<file path="src/rtl/ide_host_pio.sv">
// IDE/ATA host-side PIO cycle engine: sequences one register/data cycle at a
// time with programmable setup, strobe, hold and recovery timing, IORDY
// stretching with timeout, and synchronizes the device interrupt.
module ide_host_pio #(
  parameter int unsigned T_SETUP   = 3,
  parameter int unsigned T_PULSE   = 8,
  parameter int unsigned T_HOLD    = 2,
  parameter int unsigned T_RECOVER = 4,
  parameter int unsigned IORDY_TO  = 1024
) (
  input  logic        clk,
  input  logic        rst,
  input  logic        req_valid,
  output logic        req_ready,
  input  logic        req_write,
  input  logic        req_cs3,
  input  logic [2:0]  req_addr,
  input  logic [15:0] req_wdata,
  output logic        rsp_valid,
  output logic [15:0] rsp_rdata,
  output logic        rsp_timeout,
  output logic [2:0]  da,
  output logic        cs1fx_,
  output logic        cs3fx_,
  output logic        dior_,
  output logic        diow_,
  output logic [15:0] dd_out,
  output logic        dd_oe,
  input  logic [15:0] dd_in,
  input  logic        iordy,
  input  logic        intrq,
  output logic        irq,
  output logic        irq_rise
);

  // Zero-valued timing parameters behave as one clock.
  localparam int unsigned TS = (T_SETUP   == 0) ? 1 : T_SETUP;
  localparam int unsigned TP = (T_PULSE   == 0) ? 1 : T_PULSE;
  localparam int unsigned TH = (T_HOLD    == 0) ? 1 : T_HOLD;
  localparam int unsigned TR = (T_RECOVER == 0) ? 1 : T_RECOVER;
  localparam int unsigned TO = (IORDY_TO  == 0) ? 1 : IORDY_TO;

  localparam int unsigned M1   = (TS > TP) ? TS : TP;
  localparam int unsigned M2   = (M1 > TH) ? M1 : TH;
  localparam int unsigned M3   = (M2 > TR) ? M2 : TR;
  localparam int unsigned MAXP = (M3 > TO) ? M3 : TO;
  localparam int unsigned CW   = $clog2(MAXP + 1);

  localparam logic [2:0] S_IDLE    = 3'd0;
  localparam logic [2:0] S_SETUP   = 3'd1;
  localparam logic [2:0] S_STROBE  = 3'd2;
  localparam logic [2:0] S_WAITRDY = 3'd3;
  localparam logic [2:0] S_HOLD    = 3'd4;
  localparam logic [2:0] S_RECOVER = 3'd5;

  logic [2:0]    state, nxt_state;
  logic [CW-1:0] cnt, nxt_cnt;
  logic          wr, nxt_wr;
  logic [2:0]    nxt_da;
  logic          nxt_cs1, nxt_cs3, nxt_dior, nxt_diow, nxt_dd_oe;
  logic [15:0]   nxt_dd_out, nxt_rdata;
  logic          nxt_rsp_valid, nxt_timeout;
  logic          iordy_m, iordy_s, intrq_m;

  assign req_ready = (state == S_IDLE);

  // Two-flop synchronizers for the asynchronous device handshakes.
  always_ff @(posedge clk or posedge rst) begin
    if (rst) begin
      iordy_m  <= 1'b0;
      iordy_s  <= 1'b0;
      intrq_m  <= 1'b0;
      irq      <= 1'b0;
      irq_rise <= 1'b0;
    end else begin
      iordy_m  <= iordy;
      iordy_s  <= iordy_m;
      intrq_m  <= intrq;
      irq      <= intrq_m;
      irq_rise <= intrq_m & ~irq;
    end
  end

  // Next-state and next-output decode for the PIO cycle sequencer.
  always_comb begin
    nxt_state     = state;
    nxt_cnt       = cnt;
    nxt_wr        = wr;
    nxt_da        = da;
    nxt_cs1       = cs1fx_;
    nxt_cs3       = cs3fx_;
    nxt_dior      = dior_;
    nxt_diow      = diow_;
    nxt_dd_out    = dd_out;
    nxt_dd_oe     = dd_oe;
    nxt_rdata     = rsp_rdata;
    nxt_timeout   = rsp_timeout;
    nxt_rsp_valid = 1'b0;

    case (state)
      S_IDLE: begin
        if (req_valid) begin
          nxt_wr      = req_write;
          nxt_da      = req_addr;
          nxt_cs1     = req_cs3;
          nxt_cs3     = ~req_cs3;
          nxt_dd_oe   = req_write;
          nxt_timeout = 1'b0;
          if (req_write) nxt_dd_out = req_wdata;
          nxt_cnt     = '0;
          nxt_state   = S_SETUP;
        end
      end

      S_SETUP: begin
        if (cnt == CW'(TS - 1)) begin
          nxt_dior  = wr;
          nxt_diow  = ~wr;
          nxt_cnt   = '0;
          nxt_state = S_STROBE;
        end else begin
          nxt_cnt = cnt + CW'(1);
        end
      end

      S_STROBE: begin
        if (cnt == CW'(TP - 1)) begin
          nxt_cnt = '0;
          if (iordy_s) begin
            nxt_dior  = 1'b1;
            nxt_diow  = 1'b1;
            if (!wr) nxt_rdata = dd_in;
            nxt_state = S_HOLD;
          end else begin
            nxt_state = S_WAITRDY;
          end
        end else begin
          nxt_cnt = cnt + CW'(1);
        end
      end

      S_WAITRDY: begin
        if (iordy_s) begin
          nxt_dior  = 1'b1;
          nxt_diow  = 1'b1;
          if (!wr) nxt_rdata = dd_in;
          nxt_cnt   = '0;
          nxt_state = S_HOLD;
        end else if (cnt == CW'(TO - 1)) begin
          nxt_dior    = 1'b1;
          nxt_diow    = 1'b1;
          nxt_timeout = 1'b1;
          if (!wr) nxt_rdata = 16'hFFFF;
          nxt_cnt     = '0;
          nxt_state   = S_HOLD;
        end else begin
          nxt_cnt = cnt + CW'(1);
        end
      end

      S_HOLD: begin
        if (cnt == CW'(TH - 1)) begin
          nxt_cs1       = 1'b1;
          nxt_cs3       = 1'b1;
          nxt_dd_oe     = 1'b0;
          nxt_rsp_valid = 1'b1;
          nxt_cnt       = '0;
          nxt_state     = S_RECOVER;
        end else begin
          nxt_cnt = cnt + CW'(1);
        end
      end

      S_RECOVER: begin
        if (cnt == CW'(TR - 1)) begin
          nxt_cnt   = '0;
          nxt_state = S_IDLE;
        end else begin
          nxt_cnt = cnt + CW'(1);
        end
      end

      default: begin
        nxt_cnt   = '0;
        nxt_state = S_IDLE;
      end
    endcase
  end

  // Sequencer state and registered bus/response outputs.
  always_ff @(posedge clk or posedge rst) begin
    if (rst) begin
      state       <= S_IDLE;
      cnt         <= '0;
      wr          <= 1'b0;
      da          <= 3'd0;
      cs1fx_      <= 1'b1;
      cs3fx_      <= 1'b1;
      dior_       <= 1'b1;
      diow_       <= 1'b1;
      dd_out      <= 16'd0;
      dd_oe       <= 1'b0;
      rsp_valid   <= 1'b0;
      rsp_rdata   <= 16'd0;
      rsp_timeout <= 1'b0;
    end else begin
      state       <= nxt_state;
      cnt         <= nxt_cnt;
      wr          <= nxt_wr;
      da          <= nxt_da;
      cs1fx_      <= nxt_cs1;
      cs3fx_      <= nxt_cs3;
      dior_       <= nxt_dior;
      diow_       <= nxt_diow;
      dd_out      <= nxt_dd_out;
      dd_oe       <= nxt_dd_oe;
      rsp_valid   <= nxt_rsp_valid;
      rsp_rdata   <= nxt_rdata;
      rsp_timeout <= nxt_timeout;
    end
  end

endmodule

</file>
<file path="config.mk">
export PLATFORM = sky130hd
export DESIGN_NAME = ide_host_pio
export DESIGN_NICKNAME = d
export VERILOG_FILES = /design/src/rtl/ide_host_pio.sv
export SDC_FILE = /design/constraint.sdc
export NUM_CORES = 1
export LEC_CHECK = 0
export ABC_CLOCK_PERIOD_IN_PS = 3360
export CAP_MARGIN = 20
export CORE_UTILIZATION = 49
export CTS_CLUSTER_DIAMETER = 50
export CTS_CLUSTER_SIZE = 30
export DETAILED_ROUTE_END_ITERATION = 10
export GPL_TIMING_DRIVEN = 0
export PLACE_DENSITY = 0.83
export SLEW_MARGIN = 20
export SYNTH_ARGS = -nofsm -noshare
export SYNTH_HDL_FRONTEND = slang
export SYNTH_SLANG_ARGS = --single-unit
export TNS_END_PERCENT = 1
</file>
<file path="constraint.sdc">
create_clock -name clk -period 3.36 [get_ports clk]
set_input_delay 0.504 -clock clk [delete_from_list [all_inputs] [get_ports clk]]
set_output_delay 0.504 -clock clk [all_outputs]
set_load 0.02 [all_outputs]
</file>
Yosys cells after proc, flatten, opt, wreduce, memory -nomap -nowiden
Index checks and enable logic that the tools add are counted.
- register bits after elaboration: 62
- latch bits: 0
- bits in writable memories: 0
- ROM bits: 0
- input bits: 42
- output and inout port bits: 45
- memories: 0
- add/subtract/negate cells: 1
- multiply operators: 0
- div/mod/pow operators: 0
- $lt $le $gt $ge: 0
- eq/ne operators: 20
- shifts and indexed selects: 0
- muxes and demuxes: 45
- bitwise logic cells: 4
- reductions and logical operators: 12
- operators by type and width (cell ; number):
    two-way mux 16 bit ; 6
    two-way mux 11 bit ; 7
    case mux 11 bit (6 select lines) ; 1
    case mux 16 bit (2 select lines) ; 1
    two-way mux 3 bit ; 8
    equality test 11 x 2 -> 1 bit (second input constant) ; 2
    case mux 3 bit (6 select lines) ; 1
    != test 2 bit (second input constant) ; 8
    two-way mux 1 bit ; 15
    adder 11 x 1 -> 11 bit (second input constant) ; 1
    equality test 11 x 1 -> 1 bit (second input constant) ; 1
    equality test 11 x 10 -> 1 bit (second input constant) ; 1
    equality test 11 x 3 -> 1 bit (second input constant) ; 1
    AND reduction 5 bit ; 2
    case mux 1 bit (2 select lines) ; 4
    equality test 3 x 2 -> 1 bit (second input constant) ; 2
    equality test 3 bit (second input constant) ; 2
    != test 3 bit (second input constant) ; 2
    case mux 1 bit (3 select lines) ; 2
    AND reduction 3 bit ; 2
    AND reduction 6 bit ; 1
    nonzero test 2 bit ; 3
    AND reduction 4 bit ; 1
    equality test 3 x 1 -> 1 bit (second input constant) ; 1
    5 further kinds ; 7

Logic depth before layout (Yosys ltp)
Gate-level depths: netlist of the first run.
- depth after elaboration: 4
- mapped depth: 8

Worst setup path before layout of the first run
Ideal clock, no wire load.
- kind: reg-to-reg
- from: register state[1]
- to: register dd_out[0]
- library setup time: 0.125 ns
- arrival time: 2.185 ns
- data required time: 3.235 ns
- setup slack: 1.050 ns
- stages on the path, launching flop included: 6
- buffers on the path: 2
- path through: dfrtp_1 > clkbuf_1 > nor3_1 > nand3_2 > buf_2 > mux2_2
- cells in the longest elaborated chain, start to end: 2
- ends and longest elaborated chain (item ; line ; source):
    from (decl) ; 56 ; logic [2:0] state, nxt_state;
    from (signal assigned) ; 207 ; state <= nxt_state;
    logical NOT 3 bit ; - ;
    named net req_ready ; 14 ; output logic req_ready,
    AND reduction 3 bit (no line) ; - ;
    to (signal assigned) ; 215 ; dd_out <= nxt_dd_out;
    to (decl) ; 27 ; output logic [15:0] dd_out,
The timed path passes the listed nets, and every way through them passes these cells.
A chain may end at the register's enable or synchronous reset.

Final worst setup path of the first run
- from: register state[1]
- to: output req_ready
- cells in the longest elaborated chain, start to end: 1
- ends and longest elaborated chain (item ; line ; source):
    logical NOT 3 bit ; 65 ; assign req_ready = (state == S_IDLE);
    to (decl) ; 14 ;
Every way passes these cells.

==> flow_summary.json, run 1 <==
{
  "fillers": 404,
  "cts_buffers": 9,
  "path_cells": "clkbuf_1, nor3_1, clkdlybuf4s50_1",
  "setup_viol": 0,
  "cp.arrival_ns": 2.37,
  "r2r-start": "cnt[7]",
  "finClkSkew_ns": 0.0146,
  "core_um2": 5570,
  "synth.distinct_cells": 48,
  "cts_root_buf": "clkbuf_8",
  "grt_overflow_total": 0,
  "antenna_found_initial": 0,
  "cp-end-kind": "primary output",
  "timing.fmax_mhz": 348,
  "dp_hpwl_um": 4560,
  "path_max_fanout": 10,
  "first_pass_iters": 5,
  "hold_end": "iordy_s",
  "final-seq-area_um2": 1560,
  "drv_slew": 0,
  "gp_congestion": 0.826,
  "stdcell_area_um2": 4040,
  "ys.flop_type": "dfrtp_1",
  "whs_ns": 0.353,
  "hp-class": "flip-flop to flip-flop",
  "cts.reportedPaths.clkPinSlew_ns": 0.07,
  "track_usage": 0.234,
  "finalHoldViolCount": 0,
  "slowest_delay_ns": 0.75,
  "mostFrequentLayoutCell": "clkdlybuf4s50_1",
  "crit_slowest_cell": "clkdlybuf4s50_1",
  "synthArstFlopShare": 1.00,
  "layout_common_cells": "clkdlybuf4s50_1 (86), dfrtp_1 (58), mux2_2 (19), a21o_1 (19), nand2_1 (18)",
  "grt_pass1_wl_um": 10700,
  "required_ns": 2.86,
  "cts_max_level": 3,
  "synth_fp_nets": 284,
  "port_buffers": 86,
  "clock_sinks": 62,
  "ant_nets": 0,
  "yosysSeqAreaShare": 0.545,
  "min_period_ns": 2.88,
  "yosys_warnings": 0,
  "synth_edf_count": 0,
  "dieArea_um2": 6140,
  "cts_setup_buffers": 0,
  "drv_cap": 0,
  "powerDensity_nw_per_um2": 433,
  "fin_setup_tns_ns": 0,
  "min_period_over_period": 0.856,
  "via_count": 2236,
  "final_util": 0.724,
  "synth_area_per_cell_um2": 12.0,
  "wirelength_um": 6500,
  "postPlaceCellArea_um2": 3830,
  "syn_area_um2": 2860,
  "hold_depth": 0,
  "rsz0062_at_grt": "false",
  "antenna_cells": 0,
  "r2r-end": "state[0]",
  "cts_max_path_buffers": 2,
  "synthCells": 239,
  "area.growth.synth_to_final_pct": 41.3,
  "routedWlPerCell_um": 15.7,
  "nets": 382,
  "worstHoldStart": "iordy_m",
  "r2r_cells": 5,
  "grt_pass1_vias": 2328,
  "drtIter0Drc": 179,
  "grt_max_degree": 34,
  "die_h_um": 78.4,
  "cts_resized": 0,
  "start_kind": "flip-flop",
  "synth-seq-cells": 62,
  "die_w_um": 78.4,
  "crit_type": "flip-flop to primary output",
  "hold_buffers": 0,
  "cts_tree": "yes",
  "clock_latency_ns": 0.35,
  "tightest_slew_ns": 1.06,
  "drive_gt1_frac": 0.225,
  "io_pins": 87,
  "drc": 0,
  "rrSetupSlack_ns": 1.01,
  "slew_headroom": 0.285,
  "initial_core_util": 0.513,
  "p_leak_uw": 0.00191,
  "row_count": 27,
  "viasPerCell": 5.40,
  "multi_input_area_um2": 1220,
  "status": "complete, no violations",
  "vdd_drop_max_v": 0.000338
}
==> Yosys cell counts, drive strengths merged (4+ instances only) <==
| cell type | instances | area (µm²) |
|---|---|---|
| dfstp | 4 | 105 |
| dfrtp | 58 | 1450 |
| buf | 8 | 42.5 |
| nor4 | 4 | 52.6 |
| nor3 | 5 | 36.3 |
| mux2 | 21 | 236 |
| o21ai | 4 | 23.8 |
| a21oi | 5 | 25.0 |
| nor2 | 16 | 60.1 |
| o22ai | 4 | 25.0 |
| a21o | 19 | 143 |
| a31o | 16 | 140 |
| nand2 | 19 | 73.8 |
| nor2b | 4 | 25.0 |
| inv | 6 | 22.5 |
==> how the worst max path moves through the flow <==
stage          startpoint        end  slack [ns]
2_1_floorplan    state[1]  dd_out[0]        1.05
3_3_place_gp          rst     cnt[2]        0.26
3_5_place_dp     state[1]  req_ready        0.91
4_1_cts          state[1]  req_ready        0.50
5_1_grt          state[1]  req_ready        0.43
6_report         state[1]  req_ready        0.48
==> cells by family (layout without fill, tap and decap cells) <==
kind of cell	after synthesis	count (layout)	synth area share
compound gates	60	60	0.167
xor+xnor	4	4	0.0123
fa+ha+maj	3	3	0.0131
buf+inv	17	120	0.0267
flops	62	62	0.545
mux	24	24	0.0933
simple gates	69	69	0.143
==> final cells by class <==
cell class | count | area share
clock buffers | 10 | 0.0341
plain buffers | 11 | 0.0133
clock inverters | 6 | 0.0170
well taps | 72 | 0.0223
flip-flops and latches | 62 | 0.385
multi-input cells | 160 | 0.303
repair buffers | 87 | 0.218
inverters | 6 | 0.00620
==> power by group <==
part           internal (µW)  switching [µW]  total, µW
Combinational            112             108        220
Clock                    368             318        686
Sequential               791            51.0        842
==> through the flow <==
step / power (µW) / worst slack, ns / std cells
4_1_cts: 1770 / 0.495 / 414
3_5_place_dp: 1080 / 0.914 / 398
5_1_grt: 1830 / 0.434 / 414
2_1_floorplan: 983 / 1.05 / 239
6_report: 1750 / 0.483 / 414
3_3_place_gp: 1070 / 0.264 / 397
==> flip-flops by register name (all words and copies together), names as in the netlist <==
register and flops:
iordy_m 1, cnt 11, iordy_s 1, diow_ 1, rsp_timeout 1, dior_ 1
state 3, rsp_rdata 16, rsp_valid 1, irq 1, da 3, wr 1
dd_out 16, intrq_m 1, irq_rise 1, cs1fx_ 1, dd_oe 1, cs3fx_ 1
==> critical path, delay by kind of cell, from the launching register on <==
kind	cells	cell delay [ns]
buf+inv	2	0.98
simple gates	1	0.67
flops	1	0.38
==> layer usage <==
metal | part of all wire | vias up | track usage | wire (µm)
li1 | - | 1069 | - | -
met1 | 0.43 | 1088 | 0.281 | 2830
met4 | 0.016 | 0 | 0.0926 | 107
met5 | 0 | - | 0 | 0
met3 | 0.071 | 9 | 0.0930 | 461
met2 | 0.48 | 70 | 0.377 | 3110
Note: power is estimated with default switching activity, not from simulation.
==> run 2, diff against run 1 <==
--- a/config.mk
+++ b/config.mk
@@ -7,13 +7,14 @@
 export LEC_CHECK = 0
 export ABC_CLOCK_PERIOD_IN_PS = 3360
 export CAP_MARGIN = 20
-export CORE_UTILIZATION = 49
+export CELL_PAD_IN_SITES_DETAIL_PLACEMENT = 1
+export CELL_PAD_IN_SITES_GLOBAL_PLACEMENT = 1
+export CORE_UTILIZATION = 39
 export CTS_CLUSTER_DIAMETER = 50
 export CTS_CLUSTER_SIZE = 30
 export DETAILED_ROUTE_END_ITERATION = 10
 export GPL_TIMING_DRIVEN = 0
-export PLACE_DENSITY = 0.83
-export SLEW_MARGIN = 20
+export PLACE_DENSITY_LB_ADDON = 0.1
 export SYNTH_ARGS = -nofsm -noshare
 export SYNTH_HDL_FRONTEND = slang
 export SYNTH_SLANG_ARGS = --single-unit
==> flow_summary.json, run 2 (synthesis gave the netlist of run 1 again) <==
{
  "status": "complete, no violations",
  "fin_cells": 439,
  "swShare": 0.286,
  "first_pass_iters": 6,
  "cts_root_buf": "clkbuf_8",
  "dp_slack_ns": 0.880,
  "grt_pass1_wl_um": 12100,
  "powerDensity_nw_per_um2": 406,
  "die_w_um": 87.6,
  "fin_setup_tns_ns": 0,
  "clock_latency_ns": 0.33,
  "antenna_cells": 0,
  "path_max_fanout": 10,
  "min_period_over_period": 0.844,
  "drtIter0Drc": 97,
  "start_kind": "flip-flop",
  "crit_type": "flip-flop to primary output",
  "via_count": 2275,
  "highest_layer": "met4",
  "wl_met3_um": 435,
  "cts_max_path_buffers": 2,
  "dp_hpwl_um": 5270,
  "finalHoldViolCount": 0,
  "row_count": 30,
  "core_um2": 6940,
  "grt_overflow_total": 0,
  "nets": 383,
  "gp_congestion": 0.718,
  "required_ns": 2.86,
  "antenna_found_initial": 0,
  "initial_core_util": 0.412,
  "combPwrFrac": 0.136,
  "cts_tree": "yes",
  "routedWlPerCell_um": 16.8,
  "vdd_drop_max_v": 0.000236,
  "cts_buffers": 9,
  "layout_common_cells": "clkdlybuf4s50_1 (86), dfrtp_1 (58), mux2_2 (19), a21o_1 (19), nand2_1 (18)",
  "slew_headroom": 0.464,
  "drv_cap": 0,
  "viasPerCell": 5.18,
  "hold_buffers": 0,
  "clkPwrFrac": 0.349,
  "grt_pass1_vias": 2422,
  "cp.arrival_ns": 2.33,
  "tightest_slew_ns": 0.804,
  "drc": 0,
  "drive_gt1_frac": 0.227,
  "setup_viol": 0,
  "rsz0062_at_grt": "false",
  "power_switching_uw": 469,
  "wirelength_um": 7390,
  "drv_slew": 0,
  "grt_max_degree": 38,
  "wirelength_met1_um": 3030,
  "ant_nets": 0,
  "die_h_um": 87.6,
  "power.share.sequential": 0.515,
  "mostFrequentLayoutCell": "clkdlybuf4s50_1",
  "min_period_ns": 2.84,
  "wl_met2_um": 3800,
  "cts_setup_buffers": 0,
  "io_pins": 87,
  "dp.cells": 422,
  "hp-class": "flip-flop to flip-flop",
  "cts_max_level": 3,
  "clock_sinks": 62,
  "port_buffers": 86,
  "fillers": 753,
  "setup_ws_ns": 0.523,
  "finClkSkew_ns": 0.0106,
  "internal_power_uw": 1170,
  "reg.largest.list": "dd_out x16, rsp_rdata x16, cnt x11",
  "timing.fmax_mhz": 352,
  "cts_resized": 0,
  "whs_ns": 0.346,
  "dieArea_um2": 7670,
  "track_usage": 0.213,
  "cts.reportedPaths.clkPinSlew_ns": 0.07,
  "cp-end-kind": "primary output",
  "p_leak_uw": 0.00190,
  "area.growth.synth_to_final_pct": 41.3
}
==> run 2: metal layers <==
layer,up-vias,GRT usage
li1,1069,-
met1,1129,0.258
met2,67,0.364
met3,10,0.0537
met4,0,0.0849
met5,-,0
==> run 2: worst paths after layout <==
check	from	slack (ns)	end	cells after the start
max	state[1]	0.52	req_ready	3
min	iordy_m	0.35	iordy_s	0
max reg2reg	cnt[7]	0.89	state[0]	5
min reg2reg	iordy_m	0.35	iordy_s	0
max in group asynchronous	rst	2.02	cs3fx_	3
min in group asynchronous	rst	0.65	dd_out[8]	2
==> run 2: through the flow <==
stage | total power [µW] | util | cell area, µm²
floorplan | 983 | - | 2860
global placement | 1070 | 0.553 | 3840
detailed placement | 1080 | 0.556 | 3860
CTS | 1670 | 0.581 | 4030
global route | 1730 | 0.582 | 4040
finish | 1640 | 0.582 | 4040
==> run 2: layout make-up <==
type                            count  area [µm²]  area share
Inverter                            6        22.5     0.00558
Clock buffer                        9         124      0.0307
Multi-Input combinational cell    160        1220       0.303
Timing Repair Buffer               88         888       0.220
Clock inverter                      7        48.8      0.0121
Buffer                             11        53.8      0.0133
Sequential cell                    62        1560       0.385
Tap cell                           96         120      0.0297
==> run 2: critical path, stage by stage (launching register included) <==
cell,delay [ns]
dfrtp_1,0.39
clkbuf_1,0.23
nor3_1,0.63
clkdlybuf4s50_1,0.75
==> run 2: power groups by stage <==
stage / Sequential, µW / Combinational, µW / Clock [µW]
floorplan: 846 / 137 / 0
global placement: 855 / 216 / 0
detailed placement: 858 / 226 / 0
CTS: 844 / 228 / 595
global route: 853 / 251 / 627
finish: 845 / 224 / 572
